--- config.mk ---
export PLATFORM = sky130hd
export DESIGN_NAME = layer_serializer
export DESIGN_NICKNAME = d
export VERILOG_FILES = /design/src/rtl/layer_serializer.sv
export SDC_FILE = /design/constraint.sdc
export NUM_CORES = 1
export LEC_CHECK = 0
export ABC_AREA = 0
export CORE_MARGIN = 5
export CORE_UTILIZATION = 55
export DETAILED_ROUTE_END_ITERATION = 16
export DONT_BUFFER_PORTS = 1
export PLACE_DENSITY = 0.7
export SETUP_SLACK_MARGIN = 0.02
export SLEW_MARGIN = 15
export SYNTH_ARGS = -nofsm -noshare
export SYNTH_HDL_FRONTEND = slang
export SYNTH_SLANG_ARGS = --single-unit
--- constraint.sdc ---
create_clock -name clk -period 11.5 [get_ports clk]
set_clock_uncertainty 0.1 [all_clocks]
set_input_delay 1.15 -clock clk [delete_from_list [all_inputs] [get_ports clk]]
set_output_delay 1.15 -clock clk [all_outputs]
set_load 0.02 [all_outputs]
--- src/rtl/layer_serializer.sv ---
// Collects one layer's parallel, possibly skewed neuron results and replays them
// as an nn-beat serial stream, with one pending sample buffered behind the stream.
module layer_serializer #(
   parameter int unsigned nn         = 10,
   parameter int unsigned data_width = 16
) (
   input  logic                       clk,
   input  logic                       rst,
   input  logic [nn-1:0]              in_valid,
   input  logic [nn*data_width-1:0]   in_data_flat,
   output logic                       out_valid,
   output logic [data_width-1:0]      out_data,
   output logic                       out_last,
   output logic                       busy,
   output logic                       overrun
);

   localparam int unsigned IW = (nn > 1) ? $clog2(nn) : 1;
   localparam logic [IW-1:0] LAST_IDX = IW'(nn - 1);

   typedef enum logic {IDLE, SEND} state_t;

   state_t                            state_q, state_d;
   logic [IW-1:0]                     idx_q, idx_d;
   logic [nn-1:0]                     coll_mask_q, coll_mask_d;
   logic [nn-1:0][data_width-1:0]     coll_data_q, coll_data_d;
   logic [nn-1:0][data_width-1:0]     send_data_q, send_data_d;
   logic                              overrun_q, overrun_d;

   logic [nn-1:0][data_width-1:0]     in_data;
   logic [nn-1:0][data_width-1:0]     coll_img;
   logic [nn-1:0]                     accept;
   logic                              coll_full;
   logic                              last_beat;
   logic                              transfer;

   assign in_data = in_data_flat;

   // State, buffers and sticky error flag.
   always_ff @(posedge clk or posedge rst) begin
      if (rst) begin
         state_q     <= IDLE;
         idx_q       <= '0;
         coll_mask_q <= '0;
         coll_data_q <= '0;
         send_data_q <= '0;
         overrun_q   <= 1'b0;
      end else begin
         state_q     <= state_d;
         idx_q       <= idx_d;
         coll_mask_q <= coll_mask_d;
         coll_data_q <= coll_data_d;
         send_data_q <= send_data_d;
         overrun_q   <= overrun_d;
      end
   end

   // Collect image includes this cycle's first-time arrivals; repeats only flag overrun.
   always_comb begin
      accept = in_valid & ~coll_mask_q;
      for (int i = 0; i < int'(nn); i++) begin
         coll_img[i] = accept[i] ? in_data[i] : coll_data_q[i];
      end
      coll_full = &(coll_mask_q | accept);
      last_beat = (state_q == SEND) && (idx_q == LAST_IDX);
      transfer  = coll_full && ((state_q == IDLE) || last_beat);

      state_d     = state_q;
      idx_d       = idx_q;
      send_data_d = send_data_q;
      coll_data_d = coll_img;
      coll_mask_d = coll_mask_q | accept;
      overrun_d   = overrun_q | (|(in_valid & coll_mask_q));

      case (state_q)
         IDLE: ;
         SEND: begin
            if (last_beat) begin
               state_d = IDLE;
               idx_d   = '0;
            end else begin
               idx_d = idx_q + IW'(1);
            end
         end
         default: state_d = IDLE;
      endcase

      // A transfer reloads the send buffer and restarts the stream without a bubble.
      if (transfer) begin
         send_data_d = coll_img;
         coll_mask_d = '0;
         idx_d       = '0;
         state_d     = SEND;
      end
   end

   assign out_valid = (state_q == SEND);
   assign out_last  = last_beat;
   assign out_data  = out_valid ? send_data_q[idx_q] : '0;
   assign busy      = out_valid | (|coll_mask_q);
   assign overrun   = overrun_q;

endmodule

==> impl_results.md, run 1 <==
* Ys flop type: dfrtp_1
* Synth top area share at 0.600
* Number of flops mapped to enable cells by yosys at 0
* Worst vdd ir at 0.166 mV
* Vias in the first global route at just over 8,000
* Initial core utilization at 0.558
* CTS tree: yes
* Post-cts gate resize count at 0
* Via density at slightly above 6
* Layout area overhead at 9.34%
* Cell Pwr Density at between 300 and 400 nW/um^2
* Port bufs at 0
* Slew @ Worst Pin at about 1.2 ns
* Synth cell count leaders: dfrtp_1 (336), mux2_2 (246), mux2_1 (90), mux2i_1 (33), clkbuf_1 (28)
* Via count at around 7,600
* Area after DPL at about 14,000 sq um
* Core ar. at 25,100 sq um
* FF-to-FF setup slack at ~7.7 ns
* Buffer count from post-CTS setup fixing at 0
* Clk Latency, worst-skew pair at roughly 0.5 ns
* Fin cells at 1,256
* Die H at 170 microns
* Hold Path Sink: send_data_q[142]$_DFFE_PP0P_
* Hold crit path type: reg2reg
* Post-synthesis sequential area ratio at 0.600
* Clock Pin Slew Worst Setup and Hold Paths at 0.06 ns
* Largest net degree at the start of global routing at between 150 and 200
* Final nets at ~1,100
* Post-DP HPWL at roughly 23 mm
* Placed cell count at 1,191
* Iteration-0 DRC Markers at 748
* GRT Overall Usage at 0.224
* Leak at 6.59 nW
* RSZ-0062 raised after global routing: no
* Num CTS Buffers at 36
* Final wirelength at approximately 32 mm
* H-tree levels at 2
* Die area at 28,800 sq um
* Final worst slack at 7.14 ns
* # clock sinks at around 340
* CTS Root Cell: clkbuf_16
* First-pass GRT wire length at approximately 50 mm
* Worst Path Max Fanout at just over 40
* Layout cells sized above 1 at 0.354
* Status: finished, final reports clean
* Synth warn at 0
* Async SR Flop Fraction at 1.00
* RD Place Congestion at 0.870
* Design Area, Final at 15,300 sq um
* Hold path cells at 1
* Row count at slightly below 60
* Worst Setup End Kind: primary output
* Drt pass-1 iters at 7
* Setup crit start kind: flop
* Avg Inst Size Synth at between 15 and 20 sq um
* WL/cell at 25.4 microns
* CP max-delay cell: dfrtp_4
* Total power at between 4 and 5 mW
* Syn Nets at 1,087
* Data required, critical path at just over 10 ns
* Max_slew headroom at 0.196
* CP Cell Sequence: buf_4, mux2i_1, a221oi_1, o21ai_0, a21oi_1
* Hold Startpoint: send_data_q[142]$_DFFE_PP0P_
* Synth Register Bits at ~340
* Setup-failing EPs final at 0
* Setup_tns at 0 ns
* Die W at between 150 and 200 microns
* Top post-synthesis cells by area: dfrtp_1 (60%), mux2_2 (20%), mux2_1 (7.2%)
* DRC at 0
* R2r worst-path depth at 7
* Final antenna-violating net count at 0
* # IOs at ~190
* Area leader, netlist: dfrtp_1
* Most frequent cell after synthesis: dfrtp_1
* Hold Buf Count CTS at 0
* Fmax at roughly 230 MHz
* Final hold violation count at 0
* MaxCap Viol Count at 0
* Synth Cell Area at between 10,000 and 15,000 sq um
* Synth Instances at 913
* Setup Crit Path Kind: reg2out
* Fin crit share at 0.379
* Final min period at 4.36 ns
* WP data arrival at around 3.1 ns
* R2r startpoint: idx_q[0]$_DFFE_PP0P_
* Total grt overflow at 0
* RR Endpoint: send_data_q[30]$_DFFE_PP0P_
* Initial antenna violation count at 16
* CTS max path bufs at 3
* Synth unique cells at 35
* Setup WS pre-CTS at 7.56 ns
* Max Slew Vio Count at 0
* CP max stage delay at around 0.75 ns
sequential cells by signal, summed over array words and instances, names as in the netlist:
signal / cells
coll_data_q: 160
coll_mask_q: 10
idx_q: 4
out_valid: 1
overrun: 1
send_data_q: 160
power by group:
group / leakage, nW / internal [mW] / switching, mW
Clock: 0.579 / 0.692 / 0.441
Combinational: 2.00 / 0.748 / 0.773
Sequential: 4.01 / 1.76 / 0.296
per-layer routing:
layer	GRT usage	routed length, microns	vias up
met5	0	193	-
met4	0.0697	1130	30
met3	0.0727	2550	99
met2	0.366	15400	274
met1	0.286	12600	3921
li1	-	-	3261
layout make-up:
type                            instances  area (sq um)
Clock buffer                           53          1040
Tap cell                              330           413
Antenna cell                            1          2.50
Fill cell                            1901          9790
Sequential cell                       336          8410
Inverter                                3          18.8
Multi-Input combinational cell        515          5230
Clock inverter                         11           134
Timing Repair Buffer                    7          68.8
critical path: cells and delay by family (launching register included):
kind / cells / cell delay (ns)
DFF: 1 / 0.75
muxes: 1 / 0.19
AOI/OAI and AO/OA: 3 / 1.02
buffers and inverters: 1 / 0.64
cells in the final DEF (no fill, tap or decap), types with 5 or more instances in the layout:
cell       count
a21oi_1       16
a221oi_1      17
buf_4          5
clkbuf_1      11
clkbuf_16     37
clkbuf_8       5
clkinv_2       7
dfrtp_1      335
mux2_1        90
mux2_2       246
mux2i_1       33
mux4_2        16
nand2_1       19
nand2b_1      10
nor2_1        22
o21ai_0       18
worst max path at each step:
stage	startpoint	end	slack (ns)	cells after the start
floorplan	rst	coll_data_q[0]$_DFF_PP0_	0.94	1
global placement	idx_q[0]$_DFFE_PP0P_	out_data[1]	7.65	5
detailed placement	rst	idx_q[0]$_DFFE_PP0P_	7.56	3
CTS	idx_q[0]$_DFFE_PP0P_	out_data[1]	7.05	5
global route	idx_q[0]$_DFFE_PP0P_	out_data[1]	6.99	5
finish	idx_q[0]$_DFFE_PP0P_	out_data[1]	7.14	5
metrics by stage:
stage / util / hold WS, ns
after floorplan: - / 0.352
after global routing: 0.610 / 0.399
after detailed placement: 0.563 / 0.372
after global placement: 0.563 / 0.364
final: 0.610 / 0.380
after CTS: 0.610 / 0.386
kinds of logic (layout without fill, tap and decap cells):
family / after synthesis / in the layout / synth area share
compound gates: 62 / 62 / 0.0288
fa+ha+maj: 2 / 2 / 0.00179
buf+inv: 62 / 74 / 0.0271
flops: 336 / 336 / 0.600
mux: 385 / 385 / 0.319
other cells: 0 / 1 / 0
simple gates: 66 / 66 / 0.0227
Power figures use the tool's default switching activity.
==> run 2, diff against run 1 <==
==> constraint.sdc (replaced) <==
create_clock -name clk -period 4.1 [get_ports clk]
set_clock_uncertainty 0.1 [all_clocks]
set_input_delay 0.41 -clock clk [delete_from_list [all_inputs] [get_ports clk]]
set_output_delay 0.41 -clock clk [all_outputs]
set_load 0.02 [all_outputs]
==> impl_results.md, run 2 (same netlist as run 1, synthesis figures left out) <==
* Max_slew headroom at 0.189
* Worst vdd ir at roughly 0.49 mV
* Via density at 5.77
* WP data arrival at just under 3 ns
* Commonest cells after routing, fill and taps aside: dfrtp_1 (335), mux2_2 (246), dlygate4sd3_1 (170), mux2_1 (90), clkbuf_16 (37)
* R2r worst-path depth at 6
* Setup_tns at 0 ns
* Slew @ Worst Pin at 1.22 ns
* Setup Crit Path Kind: reg2out
* Die H at ~170 microns
* CTS Root Cell: clkbuf_16
* Area after DPL at between 10,000 and 15,000 sq um
* Port bufs at 0
* Initial antenna violation count at 2
* Final wirelength at roughly 33 mm
* Post-DP HPWL at roughly 23 mm
* Num CTS Buffers at 35
* Final worst slack at approximately 0.61 ns
* CTS tree: yes
* Hold Path Sink: coll_data_q[68]$_DFF_PP0_
* Final hold violation count at 0
* DRC at 0
* Final antenna-violating net count at 0
* Worst Path Max Fanout at 40
* Post-cts gate resize count at 0
* CTS max path bufs at 3
* GRT Overall Usage at 0.233
* Fmax at around 290 MHz
* Hold slack final at between 0.02 and 0.025 ns
* # IOs at around 190
* Layout area overhead at 22.1%
* Vias in the first global route at 9,088
* FF-to-FF setup slack at 1.00 ns
* Met2 Routed Length at around 17 mm
* Design Area, Final at 17,100 sq um
* Final nets at between 1,000 and 1,500
* Status: finished, final reports clean
* H-tree levels at 2
* RD Place Congestion at between 0.8 and 0.9
* Via count at approximately 8,200
* WL/cell at ~23 microns
* Final min period at 3.49 ns
* # clock sinks at 336
* RSZ-0062 raised after global routing: no
* Largest regs: coll_data_q (160), send_data_q (160), coll_mask_q (10)
* Hold path cells at 1
* Setup crit start kind: flop
* Initial core utilization at 0.558
* Met3 Routed Length at between 2 and 2.5 mm
* Clock Pin Slew Worst Setup and Hold Paths at 0.06 ns
* Buffer count from post-CTS setup fixing at 0
* Largest net degree at the start of global routing at 116
* Row count at 58
* Setup-failing EPs final at 0
* Max Slew Vio Count at 0
* Die area at around 29,000 sq um
* Total power at 13.4 mW
* R2r startpoint: idx_q[0]$_DFFE_PP0P_
* RR Endpoint: send_data_q[21]$_DFFE_PP0P_
* Fin crit share at 0.850
* Leak at 7.33 nW
* Cell Pwr Density at between 700 and 800 nW/um^2
* Drt pass-1 iters at 7
* Max Used Layer: met5
* Hold Buf Count CTS at ~170
* Die W at 170 microns
* Worst Setup End Kind: primary output
* MaxCap Viol Count at 0
* Total grt overflow at 0
* Clk Latency, worst-skew pair at 0.51 ns
* WL met1 at 13.4 mm
* Iteration-0 DRC Markers at ~550
* Hold crit path type: in2reg
* First-pass GRT wire length at between 50 and 60 mm
* Setup WS pre-CTS at ~1.1 ns
* Hold Startpoint: in_data_flat[68]
* Core ar. at about 25,000 sq um
* Layout cells sized above 1 at 0.304
* Data required, critical path at between 3 and 4 ns
* Commonest non-fill, non-tap cell in the layout: dfrtp_1
run 2: power breakdown:
part	internal (mW)	switching [mW]	leakage (nW)
Sequential	4.94	0.760	4.01
Combinational	2.24	2.29	2.74
Clock	1.93	1.28	0.574
run 2: worst max path at each step:
stage | startpoint | end | slack [ns]
2_1_floorplan | rst | coll_data_q[0]$_DFF_PP0_ | -0.90
4_1_cts | idx_q[0]$_DFFE_PP0P_ | out_data[1] | 0.60
6_report | idx_q[0]$_DFFE_PP0P_ | out_data[1] | 0.61
3_3_place_gp | idx_q[0]$_DFFE_PP0P_ | out_data[1] | 1.14
5_1_grt | idx_q[0]$_DFFE_PP0P_ | out_data[1] | 0.50
3_5_place_dp | idx_q[0]$_DFFE_PP0P_ | send_data_q[21]$_DFFE_PP0P_ | 1.09
run 2: layout make-up:
| cell class | instances | area [sq um] |
|---|---|---|
| Multi-Input combinational cell | 515 | 5230 |
| Tap cell | 330 | 413 |
| Sequential cell | 336 | 8410 |
| Antenna cell | 1 | 2.50 |
| Inverter | 3 | 15.0 |
| Clock buffer | 49 | 1020 |
| Timing Repair Buffer | 181 | 1850 |
| Clock inverter | 14 | 153 |
| Fill cell | 1688 | 8010 |
run 2: critical path, cell delays in order (launching register included):
cell      delay [ns]
dfrtp_4         0.90
buf_4           0.34
mux2i_1         0.13
a221oi_1        0.46
o21ai_0         0.16
a21oi_1         0.48
run 2: stage by stage:
stage	utilization	std cells
after global routing	0.681	1428
after floorplan	-	913
after CTS	0.680	1426
after detailed placement	0.566	1194
final	0.681	1429
after global placement	0.566	1194
run 2: per-layer routing:
metal / up-vias / GRT usage
li1: 3622 / -
met1: 4282 / 0.304
met2: 277 / 0.389
met3: 60 / 0.0543
met4: 2 / 0.0788
met5: - / 0
==> run 3, diff against run 2 <==
--- a/config.mk
+++ b/config.mk
@@ -8,6 +8,7 @@
 export ABC_AREA = 0
 export CORE_MARGIN = 5
 export CORE_UTILIZATION = 55
+export CTS_CLUSTER_DIAMETER = 100
 export DETAILED_ROUTE_END_ITERATION = 16
 export DONT_BUFFER_PORTS = 1
 export PLACE_DENSITY = 0.7
@@ -16,3 +17,4 @@
 export SYNTH_ARGS = -nofsm -noshare
 export SYNTH_HDL_FRONTEND = slang
 export SYNTH_SLANG_ARGS = --single-unit
+export TNS_END_PERCENT = 30
==> results of run 3 <==
Same layout as run 2: the final DEF is identical, and so are final timing and power.
